$ cat config.mk
export PLATFORM = sky130hd
export DESIGN_NAME = bcd_display_feed
export DESIGN_NICKNAME = d
export VERILOG_FILES = /design/src/rtl/bcd_display_feed.sv
export SDC_FILE = /design/constraint.sdc
export NUM_CORES = 1
export LEC_CHECK = 0
export CAP_MARGIN = 20
export CORE_ASPECT_RATIO = 0.9
export CORE_UTILIZATION = 52
export CTS_CLUSTER_DIAMETER = 120
export DETAILED_ROUTE_END_ITERATION = 7
export PLACE_DENSITY = 0.73
export SLEW_MARGIN = 20
export SYNTH_ARGS = -nofsm -noshare
export SYNTH_HDL_FRONTEND = slang
export SYNTH_SLANG_ARGS = --single-unit
$ cat constraint.sdc
create_clock -name clk -period 4.55 [get_ports clk]
set_clock_uncertainty 0.2 [all_clocks]
set_input_delay 0.91 -clock clk [delete_from_list [all_inputs] [get_ports clk]]
set_output_delay 0.91 -clock clk [all_outputs]
set_load 0.01 [all_outputs]
$ cat src/rtl/bcd_display_feed.sv
// ----------------------------------------------------------------------------
// bcd_display_feed
//   Feeds the 4-digit display monitor. It takes a binary value, clamps it to
//   0..9999 and converts it to packed BCD using an iterative shift-add-3
//   (double-dabble) engine. Display updates are rate-limited by a free-running
//   refresh timer so the monitor does not flicker.
//
// Ports
//   clk        system clock (same clock as the monitor)
//   rst        asynchronous, active-high reset
//   bin_in     binary value to display (BIN_W bits)
//   bin_valid  bin_in is valid
//   bin_ready  block accepts bin_in this cycle (high only in IDLE)
//   num        packed BCD {thousands, hundreds, tens, ones}
//   num_valid  one-cycle pulse when num is updated
//   overflow   last accepted value exceeded 9999 (num then shows 9999)
// ----------------------------------------------------------------------------
module bcd_display_feed #(
    parameter int BIN_W          = 16,
    parameter int REFRESH_CYCLES = 25_000_000
) (
    input  logic             clk,
    input  logic             rst,
    input  logic [BIN_W-1:0] bin_in,
    input  logic             bin_valid,
    output logic             bin_ready,
    output logic [15:0]      num,
    output logic             num_valid,
    output logic             overflow
);

    localparam int CNT_W = (REFRESH_CYCLES > 2) ? $clog2(REFRESH_CYCLES) : 1;
    localparam int STEPS = 14;

    typedef enum logic [1:0] {
        IDLE,
        CONVERT,
        DONE,
        HOLD
    } state_t;

    state_t      state_q;
    logic [CNT_W-1:0] cnt_q;
    logic        tick;
    logic [13:0] v_q;
    logic [15:0] bcd_q;
    logic [3:0]  step_q;
    logic        ovf_pend_q;
    logic [15:0] num_q;
    logic        num_valid_q;
    logic        overflow_q;

    // Clamp decision uses the full input width so any set bit above 13
    // (or any value 10000..16383) saturates to 9999.
    logic        clamp_c;
    logic [13:0] v_in;
    assign clamp_c = (bin_in > BIN_W'(9999));
    assign v_in    = clamp_c ? 14'd9999 : bin_in[13:0];

    // ------------------------------------------------------------------
    // Refresh timer: free-running, tick on the terminal count.
    // ------------------------------------------------------------------
    assign tick = (cnt_q == CNT_W'(REFRESH_CYCLES - 1));

    always_ff @(posedge clk or posedge rst) begin
        if (rst) begin
            cnt_q <= '0;
        end else if (tick) begin
            cnt_q <= '0;
        end else begin
            cnt_q <= cnt_q + 1'b1;
        end
    end

    // ------------------------------------------------------------------
    // Double-dabble step: each nibble >= 5 gets +3, then {bcd, v} << 1.
    // The thousands nibble never exceeds 9 for inputs <= 9999, so the bit
    // shifted out of bcd[15] is always zero and can be dropped.
    // ------------------------------------------------------------------
    logic [15:0] bcd_adj;
    logic [15:0] bcd_d;
    logic [13:0] v_d;

    for (genvar gi = 0; gi < 4; gi++) begin : g_adj
        assign bcd_adj[4*gi +: 4] = (bcd_q[4*gi +: 4] >= 4'd5) ?
                                    (bcd_q[4*gi +: 4] + 4'd3) :
                                    bcd_q[4*gi +: 4];
    end

    assign bcd_d = {bcd_adj[14:0], v_q[13]};
    assign v_d   = {v_q[12:0], 1'b0};

    // ------------------------------------------------------------------
    // Control FSM with registered outputs.
    // ------------------------------------------------------------------
    always_ff @(posedge clk or posedge rst) begin
        if (rst) begin
            state_q     <= IDLE;
            v_q         <= '0;
            bcd_q       <= '0;
            step_q      <= '0;
            ovf_pend_q  <= 1'b0;
            num_q       <= '0;
            num_valid_q <= 1'b0;
            overflow_q  <= 1'b0;
        end else begin
            num_valid_q <= 1'b0;
            case (state_q)
                IDLE: begin
                    if (bin_valid) begin
                        v_q        <= v_in;
                        ovf_pend_q <= clamp_c;
                        bcd_q      <= '0;
                        step_q     <= '0;
                        state_q    <= CONVERT;
                    end
                end
                CONVERT: begin
                    bcd_q  <= bcd_d;
                    v_q    <= v_d;
                    step_q <= step_q + 4'd1;
                    if (step_q == 4'(STEPS - 1)) begin
                        state_q <= DONE;
                    end
                end
                DONE: begin
                    num_q       <= bcd_q;
                    overflow_q  <= ovf_pend_q;
                    num_valid_q <= 1'b1;
                    state_q     <= HOLD;
                end
                HOLD: begin
                    // Only a tick seen while waiting here releases the block;
                    // earlier ticks are deliberately forgotten.
                    if (tick) begin
                        state_q <= IDLE;
                    end
                end
                default: state_q <= IDLE;
            endcase
        end
    end

    assign bin_ready = (state_q == IDLE);
    assign num       = num_q;
    assign num_valid = num_valid_q;
    assign overflow  = overflow_q;

endmodule
==> results of run 1 <==
-- registers in the layout (all words and copies together) (netlist names) --
signal / cells
v_q: 14
num_valid: 1
overflow: 1
num: 16
bcd_q: 16
step_q: 4
ovf_pend_q: 1
state_q: 2
cnt_q: 25
-- cell usage in the layout, fill, tap and decap left out, types with 10 or more instances in the layout --
master            n
clkbuf_8         11
a21oi_1          24
nand4_1          10
mux2i_1          10
nand3_1          11
clkdlybuf4s50_1  37
o21ai_0          15
xnor2_1          15
mux2_2           19
dfrtp_1          80
nor2_1           22
inv_1            20
ha_1             15
-- through the flow --
| stage | total power (W) | area (um^2) | instances | setup slack, ns |
|---|---|---|---|---|
| floorplan | 0.0007401 | 4018 | 375 | 1.388 |
| global placement | 0.0007641 | 4469 | 495 | 1.707 |
| detailed placement | 0.0007640 | 4469 | 495 | 1.652 |
| CTS | 0.001296 | 4676 | 511 | 1.652 |
| global route | 0.001333 | 4679 | 511 | 1.553 |
| finish | 0.001278 | 4679 | 511 | 1.648 |
-- cell type report --
class | count | area (um^2)
clock inverters | 5 | 55.05
multi-input cells | 258 | 1878
inverters | 21 | 80.08
clock buffers | 11 | 151.4
fillers | 656 | 2828
well taps | 96 | 120.1
flip-flops and latches | 80 | 2002
repair buffers | 40 | 392.9
-- cell families (layout without fill, tap and decap cells) --
logic type,after synthesis,after routing,synth area share
mux,29,29,0.07817
compound gates,83,83,0.1342
simple gates,111,111,0.1638
buf+inv,37,77,0.03519
flops,80,80,0.4983
xor+xnor,20,20,0.04360
fa+ha+maj,15,15,0.04671
-- worst max-delay path: stages (launching register included) --
cell	delay (ns)
dfrtp_1	0.44
inv_1	0.10
ha_1	0.31
clkdlybuf4s50_1	0.60
-- layer usage --
| layer | GRT usage | part of all wire | vias to the layer above |
|---|---|---|---|
| met4 | 0.07989 | 0.016 | 0 |
| met1 | 0.3048 | 0.50 | 1440 |
| met5 | 0 | 0 | - |
| met3 | 0.03495 | 0.031 | 11 |
| li1 | - | - | 1449 |
| met2 | 0.3205 | 0.45 | 58 |
-- final timing paths --
kind | start | slack (ns) | to | cells past startpoint
worst min-delay path | v_q[4]$_DFFE_PP0P_ | 0.28 | v_q[4]$_DFFE_PP0P_ | 2
min in group asynchronous | rst | 0.65 | cnt_q[23]$_DFF_PP0_ | 2
max in group asynchronous | rst | 2.46 | num_valid$_DFF_PP0_ | 3
worst min register to register | v_q[4]$_DFFE_PP0P_ | 0.28 | v_q[4]$_DFFE_PP0P_ | 2
worst max-delay path | state_q[0]$_DFFE_PP0P_ | 1.65 | bin_ready | 3
worst max register to register | state_q[0]$_DFFE_PP0P_ | 2.16 | bcd_q[7]$_DFFE_PP0P_ | 6
-- power by group --
group | total, W | switching (W) | leakage (nW) | internal (W)
Sequential | 0.000710 | 0 | 1.05 | 0.000710
Clock | 0.000529 | 0.000248 | 0.101 | 0.000281
Combinational | 0.0000384 | 0.0000215 | 0.952 | 0.0000169
==> metrics, run 1 <==
clk root buf clkbuf_8; RePlAce Congestion 0.7816; final net count 444; core box area 0.007507 mm^2; gr usage total 0.2115; RSZ-0062 raised after global routing false; Slew Viols, Final 0; post-synthesis cell type count 49; Post-synth top cells dfrtp_1 (80), a21oi_1 (24), nor2_1 (22), inv_1 (21), mux2_2 (19); peak supply drop 0.0001371 V; starting DRC count in detailed routing 136; Main synth FF type dfrtp_1; Post-synth EDFFs 0; Async SR Flop Fraction 1.000; vias 2958; first-pass GRT wire length 13430 um; Peak Freq 344.6 MHz; Synthesis Warnings 0; Seq/Total Area, Yosys 0.4983; synthesized area per cell 10.71 um^2; clk buf depth 2; Port Buffer Count 37; Reg clk slew, reported paths 0.07 ns; H-tree Lvls 3; DR pass1 iterations 4; max_slew headroom 0.3862; pin count of the biggest net entering global routing 60; Initial Utilization 0.5352; WS Path Type flip-flop to primary output; CP Max Fanout 7; leakage power 2.100 nW; Final Hold Viols 0; # hold bufs at CTS 0; global route overflow 0; status completed; clk_lat worst skew 0.34 ns; Crit. End Element primary output; # rows 30; total power per unit cell area 273.1 mW/mm^2; antenna cells 0; syn nets 409; WP data required 3.44 ns; Final Cycle Share 0.6378; setup_tns 0 ns; vias in the first global route 2921; Max Cap Viol 0; setup bufs post-CTS 0; Util after Layout 0.6233; worst slew pin tran 0.9207 ns; most common cell in the netlist dfrtp_1; Die Wd 94.66 um; Tmin final 2.902 ns; cells after synthesis 375; post-cts sizing count 0; # IOs 38; Layout area overhead 16.47%; ANT nets after route 0; Data arrival, critical path 1.79 ns; initial antenna violation count 0; Num CTS Buffers 9; largest cells by area after synthesis dfrtp_1 (50%), mux2_2 (5.3%), ha_1 (4.7%), xnor2_1 (3.3%), a21oi_1 (3.0%); DRC violations left 0; layout cells sized above 1 0.1133; Yosys top cell by area dfrtp_1; die height 85.39 um; die area 0.008083 mm^2; Worst Hold Margin 0.2803 ns; vias per inst 5.789; Avg WL per Cell 14.59 um; Setup violations, final 0; final WL 7457 um; Mapped Area 0.004018 mm^2; register bit total from synthesis 80; CTS tree done; Worst Hold Class flip-flop to flip-flop; hpwl dp 5043 um; top-area cell type share of the netlist area 0.4983; Worst setup SP type flip-flop; CTS Sinks 80
Note: power is estimated with default switching activity, not from simulation.
==> run 2: changes to the inputs <==
- clock period: 4.55 -> 2.7 ns (I/O delays scaled with it)
==> run 2 against run 1 <==
  * Global-route usage fell by 0.094 points
  * Highest routed layer unchanged
  * Flip-flop and latch count unchanged
  * Die area stayed put
  * Critical path type unchanged
  * Critical path depth unchanged
  * Non-clock buffer count is 6 higher
==> metrics, run 2 (synthesized netlist as in run 1, its figures left out) <==
hpwl dp 5345 um (+6.0%); global route overflow 0 (unchanged); Crit. End Element primary output; gr usage total 0.2106 (-0.0009355); post-cts sizing count 0 (unchanged); setup bufs post-CTS 0 (unchanged); Avg WL per Cell 14.91 um (+2.2%); Critical Path, Cell by Cell inv_1 > ha_1 > clkdlybuf4s50_1; Worst setup SP type flip-flop; Util after Layout 0.6370 (+0.01367); status completed; Comb pwr share 0.029 (about the same); WP data required 1.96 ns (-1.48 ns); Data arrival, critical path 1.77 ns (-0.02 ns); clk root buf clkbuf_8; worst slew pin tran 0.6093 ns (-0.3114 ns); vias 3021 (+2.1%); Setup violations, final 0 (unchanged); Die Wd 94.66 um (unchanged); Port Buffer Count 37 (unchanged); RePlAce Congestion 0.7688 (-1.6%); Reg clk slew, reported paths 0.08 ns (about the same); H-tree Lvls 3 (unchanged); starting DRC count in detailed routing 111 (-18%); setup_tns 0 ns (unchanged); Top reg by flops cnt_q; CTS Sinks 80 (unchanged); clk buf depth 2 (unchanged); clock power share 0.463 (+0.049); Final Cycle Share 0.9298; # hold bufs at CTS 0 (unchanged); CTS tree done; Num CTS Buffers 9 (unchanged); die area 0.008083 mm^2 (unchanged); peak supply drop 0.0004256 V (+210%); pin count of the biggest net entering global routing 63 (+5.0%); Final Hold Viols 0 (unchanged); leakage power 2.152 nW (+2.5%); initial antenna violation count 0 (unchanged); most common cell after layout, fill and taps aside dfrtp_1; Worst Hold Class flip-flop to flip-flop; first-pass GRT wire length 13250 um (-1.3%); FF-to-FF Start cnt_q[0]$_DFF_PP0_; leading cell types in the layout, fill and taps excluded dfrtp_1 (80), clkdlybuf4s50_1 (37), a21oi_1 (24), nor2_1 (22), inv_1 (20); crit-path leading delay family buffers and inverters; Worst Hold Margin 0.2885 ns (+0.008280 ns); Slew Viols, Final 0 (unchanged); ANT nets after route 0 (unchanged); vias per inst 5.843 (+0.94%); DRC violations left 0 (unchanged); final net count 450 (+1.4%); max_slew headroom 0.5929 (+0.2067); switching share of power 0.2058 (-0.004958); antenna cells 0 (unchanged); DR pass1 iterations 4 (unchanged); worst path bufs/invs 2 (unchanged); Psw 0.0004853 W (+80%); core box area 0.007507 mm^2 (unchanged); worst hold start v_q[4]$_DFFE_PP0P_; RSZ-0062 raised after global routing false; Max Cap Viol 0 (unchanged); Seq pwr share 0.508 (-0.048); CP Max Fanout 7 (unchanged); start point of the critical path state_q[0]$_DFFE_PP0P_; max reg flops 25 (unchanged); slowest stage delay, CP 0.60 ns (about the same); final WL 7711 um (+3.4%); # rows 30 (unchanged); Layout area overhead 19.03%; WS Path Type flip-flop to primary output; Pint 0.001873 W (+86%); slowest stage cell, crit path clkdlybuf4s50_1; die height 85.39 um (unchanged); total power per unit cell area 493.1 mW/mm^2 (+81%); Peak Freq 398.4 MHz; Tmin final 2.510 ns; layout cells sized above 1 0.1235 (+0.01026); vias in the first global route 2872 (-1.7%); # IOs 38 (unchanged); Initial Utilization 0.5352 (unchanged); clk_lat worst skew 0.35 ns (about the same)
-- run 2: through the flow --
stage	setup WS, ns	std cells	cell area [um^2]	power, W
floorplan	0.5261	375	4021	0.001248
global placement	0.4141	501	4529	0.001291
detailed placement	0.3583	501	4529	0.001292
CTS	0.1684	517	4782	0.002388
global route	0.09143	517	4782	0.002441
finish	0.1897	517	4782	0.002358
-- run 2: worst paths after layout --
kind	to	slack [ns]	cells after the start
setup reg to reg	cnt_q[24]$_DFF_PP0_	0.49	5
hold / removal	v_q[4]$_DFFE_PP0P_	0.29	2
min in group asynchronous	num[11]$_DFFE_PP0P_	0.34	2
max in group asynchronous	cnt_q[6]$_DFF_PP0_	1.29	3
hold reg to reg	v_q[4]$_DFFE_PP0P_	0.29	2
setup / recovery	bin_ready	0.19	3
-- run 2: worst min-delay path, delay by kind of cell (launching register included) --
kind,cells,cell delay (ns)
AOI/OAI and AO/OA,2,0.11
DFF,1,0.35
-- run 2: layout make-up --
type | instances | area, um^2
Fill cell | 613 | 2725
Inverter | 21 | 82.58
Sequential cell | 80 | 2002
Timing Repair Buffer | 46 | 450.4
Multi-Input combinational cell | 258 | 1874
Tap cell | 96 | 120.1
Clock inverter | 6 | 115.1
Clock buffer | 10 | 137.6
-- run 2: power by group through the flow --
stage	Combinational, W	Sequential (W)	Clock (W)
5_1_grt	0.0000782	0.00120	0.00117
3_5_place_dp	0.0000715	0.00122	0
2_1_floorplan	0.0000266	0.00122	0
3_3_place_gp	0.0000705	0.00122	0
4_1_cts	0.0000715	0.00120	0.00112
6_report	0.0000691	0.00120	0.00109
-- run 2: layer usage --
layer / GRT usage / up-vias / routed length [um]
li1: - / 1464 / -
met1: 0.2980 / 1505 / 3712
met2: 0.3152 / 47 / 3648
met3: 0.06004 / 5 / 282
met4: 0.06061 / 0 / 68
met5: 0 / - / 0
==> run 3: changes to the inputs <==
- GPL_ROUTABILITY_DRIVEN: not set -> 0
==> results of run 3 <==
No change in the layout: final DEF, timing and power equal those of run 2.
